===== src/rtl/rv_wb_timer.sv =====
// rv_wb_timer -- Wishbone machine timer for the RV SoC.
//
// A 64-bit mtime counter advanced by a programmable prescaler, plus NUM_CMP
// independent 64-bit compare channels. Each channel raises a level interrupt
// (mtime >= cmp_k) gated by its IEN bit; irq_timer is the OR of the gated
// channels. All outputs are registered.
//
// Register map (byte offsets, wb_adr[1:0] ignored):
//   0x00 MTIME_LO  rw      0x04 MTIME_HI  rw
//   0x08 CTRL      rw      bit0 EN, bits [8+PRESCALE_W-1:8] PRESC
//   0x0C STATUS    ro      bit k = raw match of channel k
//   0x10 IEN       rw      bits [NUM_CMP-1:0]
//   0x20+8k CMPk_LO, 0x24+8k CMPk_HI  rw, k < NUM_CMP
//   Anything else reads 0, ignores writes, and is still acknowledged.
//
// Parameters:
//   NUM_CMP     number of compare channels, 1..4
//   PRESCALE_W  width of the PRESC field, 1..24
//
// Ports:
//   wb_clk, wb_rst_n             clock, asynchronous active-low reset
//   wb_adr, wb_dat_w, wb_sel     byte address, write data, byte enables
//   wb_we, wb_cyc, wb_stb        Wishbone control
//   wb_dat_r, wb_ack             read data (0 unless acking), single-cycle ack
//   irq_cmp, irq_timer           per-channel and combined timer interrupts
//
// Build option:
//   TIMER_SHADOW_EN  when defined, a read of MTIME_LO latches mtime[63:32]
//                    into a shadow that MTIME_HI reads return, giving a
//                    tear-free LO-then-HI read. Otherwise MTIME_HI is live.

module rv_wb_timer #(
    parameter int NUM_CMP    = 2,
    parameter int PRESCALE_W = 8
) (
    input  logic               wb_clk,
    input  logic               wb_rst_n,
    input  logic [5:0]         wb_adr,
    input  logic [31:0]        wb_dat_w,
    input  logic [3:0]         wb_sel,
    input  logic               wb_we,
    input  logic               wb_cyc,
    input  logic               wb_stb,
    output logic [31:0]        wb_dat_r,
    output logic               wb_ack,
    output logic [NUM_CMP-1:0] irq_cmp,
    output logic               irq_timer
);

    // Byte-enable merge of a 32-bit register with bus write data.
    function automatic logic [31:0] byte_merge(input logic [31:0] old_v,
                                               input logic [31:0] new_v,
                                               input logic [3:0]  sel);
        logic [31:0] res;
        for (int b = 0; b < 4; b++) begin
            res[8*b +: 8] = sel[b] ? new_v[8*b +: 8] : old_v[8*b +: 8];
        end
        return res;
    endfunction

    logic [63:0]           mtime_r;
    logic [63:0]           mtime_nxt_s;
    logic [PRESCALE_W-1:0] pcnt_r;
    logic [PRESCALE_W-1:0] pcnt_nxt_s;
    logic                  en_r;
    logic [PRESCALE_W-1:0] presc_r;
    logic [NUM_CMP-1:0]    ien_r;
    logic [63:0]           cmp_r [NUM_CMP];
    logic                  ack_r;
    logic [31:0]           dat_r_r;
    logic [NUM_CMP-1:0]    irq_cmp_r;
    logic                  irq_timer_r;

    logic                  req_s;
    logic                  wr_s;
    logic                  rd_s;
    logic [3:0]            adr_word_s;
    logic                  wr_mtime_lo_s;
    logic                  wr_mtime_hi_s;
    logic                  wr_ctrl_s;
    logic                  wr_ien_s;
    logic [NUM_CMP-1:0]    cmp_hit_s;
    logic [NUM_CMP-1:0]    match_s;
    logic                  tick_s;
    logic [31:0]           wmask_s;
    logic [31:0]           ctrl_rd_s;
    logic [31:0]           cmp_rd_s;
    logic [31:0]           mtime_hi_rd_s;
    logic [31:0]           rdata_s;
    logic                  unused_adr_s;

    // A new request is only taken while no ack is outstanding, which
    // enforces the ack-high / ack-low two-cycle rhythm.
    assign req_s         = wb_cyc & wb_stb & ~ack_r;
    assign wr_s          = req_s & wb_we;
    assign rd_s          = req_s & ~wb_we;
    assign adr_word_s    = wb_adr[5:2];
    assign wr_mtime_lo_s = wr_s & (adr_word_s == 4'h0);
    assign wr_mtime_hi_s = wr_s & (adr_word_s == 4'h1);
    assign wr_ctrl_s     = wr_s & (adr_word_s == 4'h2);
    assign wr_ien_s      = wr_s & (adr_word_s == 4'h4);
    assign tick_s        = en_r & (pcnt_r == presc_r);
    assign wmask_s       = {{8{wb_sel[3]}}, {8{wb_sel[2]}}, {8{wb_sel[1]}}, {8{wb_sel[0]}}};
    assign unused_adr_s  = ^wb_adr[1:0];

    assign wb_ack    = ack_r;
    assign wb_dat_r  = dat_r_r;
    assign irq_cmp   = irq_cmp_r;
    assign irq_timer = irq_timer_r;

    // Channel address decode and unsigned compare against mtime.
    always_comb begin
        cmp_hit_s = '0;
        match_s   = '0;
        for (int k = 0; k < NUM_CMP; k++) begin
            cmp_hit_s[k] = wb_adr[5] & (wb_adr[4:3] == 2'(k));
            match_s[k]   = (mtime_r >= cmp_r[k]);
        end
    end

    // Prescaler and mtime next state; a bus write to either mtime half
    // overrides (and so drops) a coincident tick.
    always_comb begin
        pcnt_nxt_s  = pcnt_r;
        mtime_nxt_s = mtime_r;
        if (wr_ctrl_s) begin
            pcnt_nxt_s = '0;
        end else if (tick_s) begin
            pcnt_nxt_s = '0;
        end else if (en_r) begin
            pcnt_nxt_s = pcnt_r + PRESCALE_W'(1);
        end else begin
            pcnt_nxt_s = pcnt_r;
        end
        if (wr_mtime_lo_s) begin
            mtime_nxt_s = {mtime_r[63:32], byte_merge(mtime_r[31:0], wb_dat_w, wb_sel)};
        end else if (wr_mtime_hi_s) begin
            mtime_nxt_s = {byte_merge(mtime_r[63:32], wb_dat_w, wb_sel), mtime_r[31:0]};
        end else if (tick_s) begin
            mtime_nxt_s = mtime_r + 64'd1;
        end else begin
            mtime_nxt_s = mtime_r;
        end
    end

`ifdef TIMER_SHADOW_EN
    logic [31:0] shadow_r;

    // Latch the upper half whenever the lower half is read.
    always_ff @(posedge wb_clk or negedge wb_rst_n) begin
        if (!wb_rst_n) begin
            shadow_r <= 32'h0;
        end else if (rd_s && (adr_word_s == 4'h0)) begin
            shadow_r <= mtime_r[63:32];
        end else begin
            shadow_r <= shadow_r;
        end
    end

    assign mtime_hi_rd_s = shadow_r;
`else
    assign mtime_hi_rd_s = mtime_r[63:32];
`endif

    // Read mux for the compare channel window; unimplemented channels read 0.
    always_comb begin
        cmp_rd_s = 32'h0;
        for (int k = 0; k < NUM_CMP; k++) begin
            cmp_rd_s = cmp_hit_s[k] ? (wb_adr[2] ? cmp_r[k][63:32] : cmp_r[k][31:0]) : cmp_rd_s;
        end
    end

    // Main register read mux.
    always_comb begin
        ctrl_rd_s                     = 32'h0;
        ctrl_rd_s[0]                  = en_r;
        ctrl_rd_s[8 +: PRESCALE_W]    = presc_r;
        case (adr_word_s)
            4'h0:    rdata_s = mtime_r[31:0];
            4'h1:    rdata_s = mtime_hi_rd_s;
            4'h2:    rdata_s = ctrl_rd_s;
            4'h3:    rdata_s = {{(32-NUM_CMP){1'b0}}, match_s};
            4'h4:    rdata_s = {{(32-NUM_CMP){1'b0}}, ien_r};
            default: rdata_s = wb_adr[5] ? cmp_rd_s : 32'h0;
        endcase
    end

    // Timer, control and interrupt-enable state.
    always_ff @(posedge wb_clk or negedge wb_rst_n) begin
        if (!wb_rst_n) begin
            mtime_r <= 64'h0;
            pcnt_r  <= '0;
            en_r    <= 1'b0;
            presc_r <= '0;
            ien_r   <= '0;
        end else begin
            mtime_r <= mtime_nxt_s;
            pcnt_r  <= pcnt_nxt_s;
            if (wr_ctrl_s) begin
                en_r    <= (en_r & ~wmask_s[0]) | (wb_dat_w[0] & wmask_s[0]);
                presc_r <= (presc_r & ~wmask_s[8 +: PRESCALE_W])
                         | (wb_dat_w[8 +: PRESCALE_W] & wmask_s[8 +: PRESCALE_W]);
            end else begin
                en_r    <= en_r;
                presc_r <= presc_r;
            end
            if (wr_ien_s) begin
                ien_r <= (ien_r & ~wmask_s[NUM_CMP-1:0]) | (wb_dat_w[NUM_CMP-1:0] & wmask_s[NUM_CMP-1:0]);
            end else begin
                ien_r <= ien_r;
            end
        end
    end

    // Compare registers, written one 32-bit half at a time.
    always_ff @(posedge wb_clk or negedge wb_rst_n) begin
        if (!wb_rst_n) begin
            for (int k = 0; k < NUM_CMP; k++) begin
                cmp_r[k] <= 64'hFFFF_FFFF_FFFF_FFFF;
            end
        end else begin
            for (int k = 0; k < NUM_CMP; k++) begin
                if (wr_s && cmp_hit_s[k] && !wb_adr[2]) begin
                    cmp_r[k][31:0] <= byte_merge(cmp_r[k][31:0], wb_dat_w, wb_sel);
                end else if (wr_s && cmp_hit_s[k] && wb_adr[2]) begin
                    cmp_r[k][63:32] <= byte_merge(cmp_r[k][63:32], wb_dat_w, wb_sel);
                end else begin
                    cmp_r[k] <= cmp_r[k];
                end
            end
        end
    end

    // Bus response and registered interrupt outputs.
    always_ff @(posedge wb_clk or negedge wb_rst_n) begin
        if (!wb_rst_n) begin
            ack_r       <= 1'b0;
            dat_r_r     <= 32'h0;
            irq_cmp_r   <= '0;
            irq_timer_r <= 1'b0;
        end else begin
            ack_r       <= req_s;
            dat_r_r     <= rd_s ? rdata_s : 32'h0;
            irq_cmp_r   <= match_s & ien_r;
            irq_timer_r <= |(match_s & ien_r);
        end
    end

endmodule


===== config.mk =====
export PLATFORM = sky130hd
export DESIGN_NAME = rv_wb_timer
export DESIGN_NICKNAME = d
export VERILOG_FILES = /design/src/rtl/rv_wb_timer.sv
export SDC_FILE = /design/constraint.sdc
export NUM_CORES = 1
export LEC_CHECK = 0
export ABC_AREA = 1
export BUFFER_PORTS_ARGS = -buffer_cell sky130_fd_sc_hd__buf_2
export CORE_MARGIN = 10
export CORE_UTILIZATION = 56
export DETAILED_ROUTE_END_ITERATION = 16
export PLACE_DENSITY = 0.8
export REMOVE_ABC_BUFFERS = 1
export SLEW_MARGIN = 0
export SYNTH_ARGS = -nofsm -noshare
export SYNTH_HDL_FRONTEND = slang
export SYNTH_SLANG_ARGS = --single-unit

===== constraint.sdc =====
create_clock -name wb_clk -period 2.7 [get_ports wb_clk]
set_clock_uncertainty 0.15 [all_clocks]
set_input_delay 0.135 -clock wb_clk [delete_from_list [all_inputs] [get_ports wb_clk]]
set_output_delay 0.135 -clock wb_clk [all_outputs]
set_load 0.05 [all_outputs]

==> summary.md, run 1 <==
| Metric | Value |
|---|---|
| Skew-Pair Late Insertion Delay | `590 ps` |
| Final setup fails | `0` |
| Crit Path Category | `flip-flop to flip-flop` |
| Async set or reset register ratio after synthesis | `100%` |
| Reg-to-reg endpoint | `wb_dat_r[13]` |
| CTS max path bufs | `3` |
| Vias per cell | `5.97` |
| Layout area overhead | `15.2%` |
| Hold Crit Depth | `5` |
| Post-synth top area share | `19.7%` |
| Fin. Hold Viols | `0` |
| Period minus WS final | `2590 ps` |
| Slew Viols, Final | `0` |
| Buffers on Ports | `80` |
| DIE HEIGHT | `195 microns` |
| HPWL after DPL | `47000 microns` |
| Grt total ovfl | `0` |
| WHS | `19.7 ps` |
| Rows | `63` |
| H-tree Lvls | `1` |
| Core footprint | `29900 sq um` |
| Ports | `83` |
| Post-Syn Area per Cell | `7.28 sq um` |
| Net count, final | `2674` |
| Number of setup buffers added after CTS | `0` |
| Period utilisation layout | `96.0%` |
| Post-Synth Adder-Cell Area | `9.52%` |
| Status | `completed` |
| Starting DRT DRC Count | `1783` |
| CP required | `3020 ps` |
| First-pass GRT wire length | `96400 microns` |
| Post-Synth Simple-Gate Area | `27.1%` |
| Min-Delay Endpoint | `wb_dat_r[30]` |
| Area of the multi-input gates | `9280 sq um` |
| Syn. warnings | `0` |
| Initial antenna violation count | `0` |
| R2R depth | `7` |
| GRT Total Usage | `32.0%` |
| Synth Instances | `2345` |
| Multiplexer share of the synthesized area | `0.0586%` |
| Dpl ws | `162 ps` |
| Dominant cells by area after synthesis | `dfstp_2, dfrtp_1, nand2_1` |
| TritonCTS clock tree | `built` |
| CTS sink cnt | `247` |
| Cell area power density | `778 nW/um^2` |
| N_diodes | `0` |
| WP data arrival | `2910 ps` |
| Initial Utilization | `57.2%` |
| Hold Crit Class | `primary input to flip-flop` |
| Crit Path Max Fanout | `12` |
| Pre-antenna DRT Iters | `6` |
| Max VDD drop | `0.734 mV` |
| Largest family of logic cells by synthesized area | `simple AND/OR/NAND/NOR gates` |
| Static leakage | `8.69 nW` |
| Cell taking the most area after synthesis | `dfstp_2` |
| CTS root buffer | `clkbuf_16` |
| Worst r2r src | `wb_ack` |
| Die ar. | `37900 sq um` |
| R2R setup slack | `110 ps` |
| Compound-Gate Fraction of Synth Area | `16.1%` |
| Hold_sp | `wb_adr[4]` |
| Ys flop type | `dfstp_2` |
| Clock Pin Slew Worst Setup and Hold Paths | `70 ps` |
| Max-cap violation count | `0` |
| Die W | `195 microns` |
| Layout cells sized above 1 | `15.7%` |
| Setup ws final | `108 ps` |
| RSZ-0062 raised after global routing | `false` |
| Final wirelength | `62900 microns` |
| Total number of vias | `17400` |
| Fillcell total | `2531` |
| EDFF count, synth | `0` |
| Worst setup SP type | `flip-flop` |
| Drt wl/cell | `21.6 microns` |
| Setup TNS | `0 ps` |
| Design Power | `15.3 mW` |
| Post-synthesis cell type count | `52` |
| Post-Syn Area | `17100 sq um` |
| Post-Synth XOR/XNOR Area | `1.44%` |
| Total CTS buffers | `30` |
| DRT antenna net count | `0` |
| Worst Tran Pin Value | `844 ps` |
| Crit path capture type | `flip-flop` |
| FMAX | `386 MHz` |
| Seq cells post-synth | `247` |
| Remaining DRCs | `0` |
| Seq/Total Area, Yosys | `37.1%` |
| Area taken by flip-flops and latches | `6340 sq um` |
| Routability Congestion | `1.02` |
| Number of global-route vias before repair | `17000` |
| Slew HR | `43.8%` |
| Largest net degree at the start of global routing | `100` |
## flip-flops by register name, summed over array words and instances (netlist names), named ones only
name / flops
pcnt_r: 8
wb_ack: 1
irq_cmp: 2
mtime_r: 64
cmp_r: 128
irq_timer: 1
wb_dat_r: 32
## layout by cell type (no fill, tap or decap), drive strengths merged
cell type      n
nor4           2
a41oi          1
buf          148
bufinv         1
o22ai         19
dlygate4sd3   46
o21ai        264
nor3          80
a31oi          1
nor3b          3
a21oi        111
o21a           6
mux2i          1
inv          305
xor2          19
nand3         94
nand3b         2
clkinv         6
a211oi        30
ha           130
or2            6
a21o           4
o2bb2ai        2
nor2         175
xnor2          9
clkbuf        48
o211ai        12
dfrtp        119
nand2        675
a22oi          7
o221ai         3
a32oi          1
a221oi        26
nand4         37
dfstp        128
## report_power, final
| part | switching, mW | internal, mW |
|---|---|---|
| Clock | 1.65 | 2.41 |
| Combinational | 3.94 | 2.08 |
| Sequential | 0.888 | 4.34 |
| Total | 6.47 | 8.83 |
## stage by stage
| stage | std cells | cell area, sq um | util (%) |
|---|---|---|---|
| global route | 2911 | 19700 | 65.9 |
| finish | 2911 | 19700 | 65.9 |
| floorplan | 2271 | 16800 | - |
| CTS | 2911 | 19700 | 65.9 |
| global placement | 2809 | 18200 | 61.0 |
| detailed placement | 2809 | 18200 | 61.0 |
## synthesized netlist by cell type, drive strengths merged (7+ instances only)
master  instances
nand2         675
inv           304
o21ai         264
nor2          175
ha            130
dfstp         128
dfrtp         119
a21oi         111
nand3          94
nor3           80
clkbuf         41
nand4          37
buf            33
a211oi         30
a221oi         26
o22ai          19
xor2           19
o211ai         12
xnor2           9
a22oi           7
## cell families after synthesis
kind of cell    after synthesis
simple gates               1074
flops                       247
xor+xnor                     28
mux                           1
buf+inv                     378
fa+ha+maj                   130
compound gates              487
## final cells by class
class / instances / share of cell area, %
Timing Repair Buffer: 194 / 7.35
Inverter: 304 / 5.80
Clock inverter: 8 / 0.337
Multi-Input combinational cell: 1720 / 47.1
Clock buffer: 48 / 4.67
Tap cell: 390 / 2.48
Sequential cell: 247 / 32.2
## routing by layer
layer	GRT usage, %	wire length [microns]
met5	0	0
met4	15.6	3360
met3	5.01	5530
met2	52.2	28900
met1	40.6	25100
## critical path, stage by stage, from the launching register on
cell and delay (ps):
dfrtp_1 410, nor2_4 150, dlygate4sd3_1 600, inv_1 50, nor2_1 170, inv_1 340, buf_4 310, nor3_1 300
## how the worst max path moves through the flow
stage / start / to / slack [ps] / depth (start not counted)
after detailed placement: cmp_r[55] / wb_dat_r[1] / 160 / 13
final: wb_ack / wb_dat_r[13] / 110 / 7
after CTS: wb_ack / wb_dat_r[13] / 180 / 7
after floorplan: wb_ack / mtime_r[48] / -810 / 9
after global placement: cmp_r[79] / wb_dat_r[0] / 240 / 14
after global routing: pcnt_r[0] / mtime_r[28] / 20 / 9
## what timing repair did
item	CTS	global route
hold buffers	46	0
gates resized for setup	0	1
endpoints found under the setup margin	0	2
hold endpoints to repair	324	0
(Power assumes the default switching activity.)
==> inputs of run 2 (changes only) <==
- REMOVE_ABC_BUFFERS: 1 -> default
==> summary.md, run 2 (same netlist as run 1, synthesis figures left out) <==
| Metric | Value |
|---|---|
| Remaining DRCs | `0 (unchanged)` |
| Fin. Hold Viols | `0 (unchanged)` |
| Max-cap violation count | `0 (unchanged)` |
| GRT Total Usage | `31.3% (was 32.0%)` |
| Design Power | `15.2 mW (was 15.3 mW)` |
| Reg-to-reg endpoint | `wb_dat_r[21] (was wb_dat_r[13])` |
| Setup TNS | `0 ps (unchanged)` |
| Crit path capture type | `flip-flop (unchanged)` |
| Period minus WS final | `2670 ps (was 2590 ps)` |
| Total CTS buffers | `29 (was 30)` |
| Layout cells sized above 1 | `15.2% (was 15.7%)` |
| Most flops, register | `cmp_r (unchanged)` |
| Fillcell total | `2611 (was 2531)` |
| Drt wl/cell | `21.1 microns (was 21.6 microns)` |
| R2R setup slack | `30 ps (was 110 ps)` |
| Final setup fails | `0 (unchanged)` |
| Initial Utilization | `57.2% (unchanged)` |
| Pre-antenna DRT Iters | `7 (was 6)` |
| Starting DRT DRC Count | `1705 (was 1783)` |
| Die ar. | `37900 sq um (unchanged)` |
| Commonest non-fill, non-tap cell in the layout | `nand2_1 (unchanged)` |
| WP data arrival | `2960 ps (was 2910 ps)` |
| Max VDD drop | `0.518 mV (was 0.734 mV)` |
| Slew Viols, Final | `0 (unchanged)` |
| Final wirelength | `61100 microns (was 62900 microns)` |
| DIE HEIGHT | `195 microns (unchanged)` |
| Syn nets | `2522` |
| Core footprint | `29900 sq um (unchanged)` |
| Hold Crit Class | `primary input to async pin (was primary input to flip-flop)` |
| Grt total ovfl | `0 (unchanged)` |
| Total number of vias | `17300 (was 17400)` |
| N_diodes | `0 (unchanged)` |
| Vias per cell | `5.98 (was 5.97)` |
| Most frequent cells in the layout | `nand2_1, inv_1, o21ai_0 (unchanged)` |
| Period utilisation layout | `99.0% (was 96.0%)` |
| Status | `completed (unchanged)` |
| Clock Pin Slew Worst Setup and Hold Paths | `60 ps (was 70 ps)` |
| TritonCTS clock tree | `built (unchanged)` |
| Max reg flops | `128 (unchanged)` |
| Net count, final | `2657 (was 2674)` |
| DRT antenna net count | `0 (unchanged)` |
| Routability Congestion | `1.04 (was 1.02)` |
| Largest net degree at the start of global routing | `87 (was 100)` |
| Area of the multi-input gates | `9270 sq um (was 9280 sq um)` |
| Crit Path Category | `flip-flop to flip-flop (unchanged)` |
| Initial antenna violation count | `0 (unchanged)` |
| RSZ-0062 raised after global routing | `false (unchanged)` |
| Die W | `195 microns (unchanged)` |
| Area taken by flip-flops and latches | `6340 sq um (unchanged)` |
| Worst r2r src | `wb_ack (unchanged)` |
| CTS max path bufs | `3 (unchanged)` |
| Skew-Pair Late Insertion Delay | `570 ps (was 590 ps)` |
| Worst setup SP type | `flip-flop (unchanged)` |
| First-pass GRT wire length | `95300 microns (was 96400 microns)` |
| H-tree Lvls | `1 (unchanged)` |
| Cell area power density | `775 nW/um^2 (was 778 nW/um^2)` |
| Rows | `63 (unchanged)` |
| R2R depth | `7 (unchanged)` |
| CTS sink cnt | `247 (unchanged)` |
| Slew HR | `27.2% (was 43.8%)` |
| Number of global-route vias before repair | `17000 (about the same)` |
| CTS root buffer | `clkbuf_16 (unchanged)` |
| Layout area overhead | `14.5% (was 15.2%)` |
| Number of setup buffers added after CTS | `0 (unchanged)` |
| CP required | `2980 ps (was 3020 ps)` |
| Worst Tran Pin Value | `1090 ps (was 844 ps)` |
| Crit Path Max Fanout | `16 (was 12)` |
| HPWL after DPL | `45500 microns (was 47000 microns)` |
| Ports | `83 (unchanged)` |
| Buffers on Ports | `80 (unchanged)` |
| Static leakage | `8.59 nW (was 8.69 nW)` |
| FMAX | `374 MHz (was 386 MHz)` |
run 2: repair_timing:
action	in CTS	in global routing
endpoints found under the setup margin	0	1
resized for setup	0	1
hold buffers	46	0
endpoints found under the hold margin	348	0
run 2: through the flow:
step	utilization, %	setup slack (ps)	instances	area (sq um)	hold WS, ps
after floorplan	-	688	2345	17100	-311
after global placement	60.6	264	2793	18100	46.9
after detailed placement	60.6	235	2793	18100	51.6
after CTS	65.4	121	2893	19600	47.3
after global routing	65.4	6.42	2893	19600	104
final	65.4	27.7	2893	19600	45.2
run 2: final cells by class:
| class | instances | area share (%) |
|---|---|---|
| multi-input combinational | 1720 | 47.4 |
| sequential | 247 | 32.4 |
| timing repair buffer | 178 | 6.85 |
| inverter | 304 | 5.84 |
| clock buffer | 45 | 4.43 |
| tap | 390 | 2.50 |
| clock inverter | 9 | 0.538 |
run 2: power breakdown:
group	leakage (nW)	internal (mW)	switching [mW]	total, mW
registers	2.92	4.34	0.921	5.26
logic	5.19	2.09	3.80	5.89
clock network	0.477	2.38	1.62	4.01
run 2: worst max-delay path by stage:
stage	slack (ps)	start	end	cells past startpoint
after global placement	260	cmp_r[31]	wb_dat_r[1]	14
after floorplan	690	wb_ack	mtime_r[17]	9
after detailed placement	230	wb_ack	mtime_r[34]	9
after CTS	120	wb_ack	wb_dat_r[21]	7
final	30	wb_ack	wb_dat_r[21]	7
after global routing	6	wb_ack	mtime_r[34]	9
run 2: metal layers:
| layer | global-route usage, % | vias up | share of wire, % |
|---|---|---|---|
| li1 | - | 8030 | - |
| met1 | 39.5 | 8168 | 40 |
| met2 | 51.2 | 895 | 47 |
| met3 | 4.75 | 196 | 8.4 |
| met4 | 15.7 | 0 | 5.3 |
| met5 | 0 | - | 0 |
run 2: worst max-delay path, cell delays in order, from the launching register on:
cell and delay (ps):
dfrtp_1 410, nor2_4 150, dlygate4sd3_1 590, inv_1 50
nor2_1 150, inv_1 380, buf_12 310, nor3_1 340
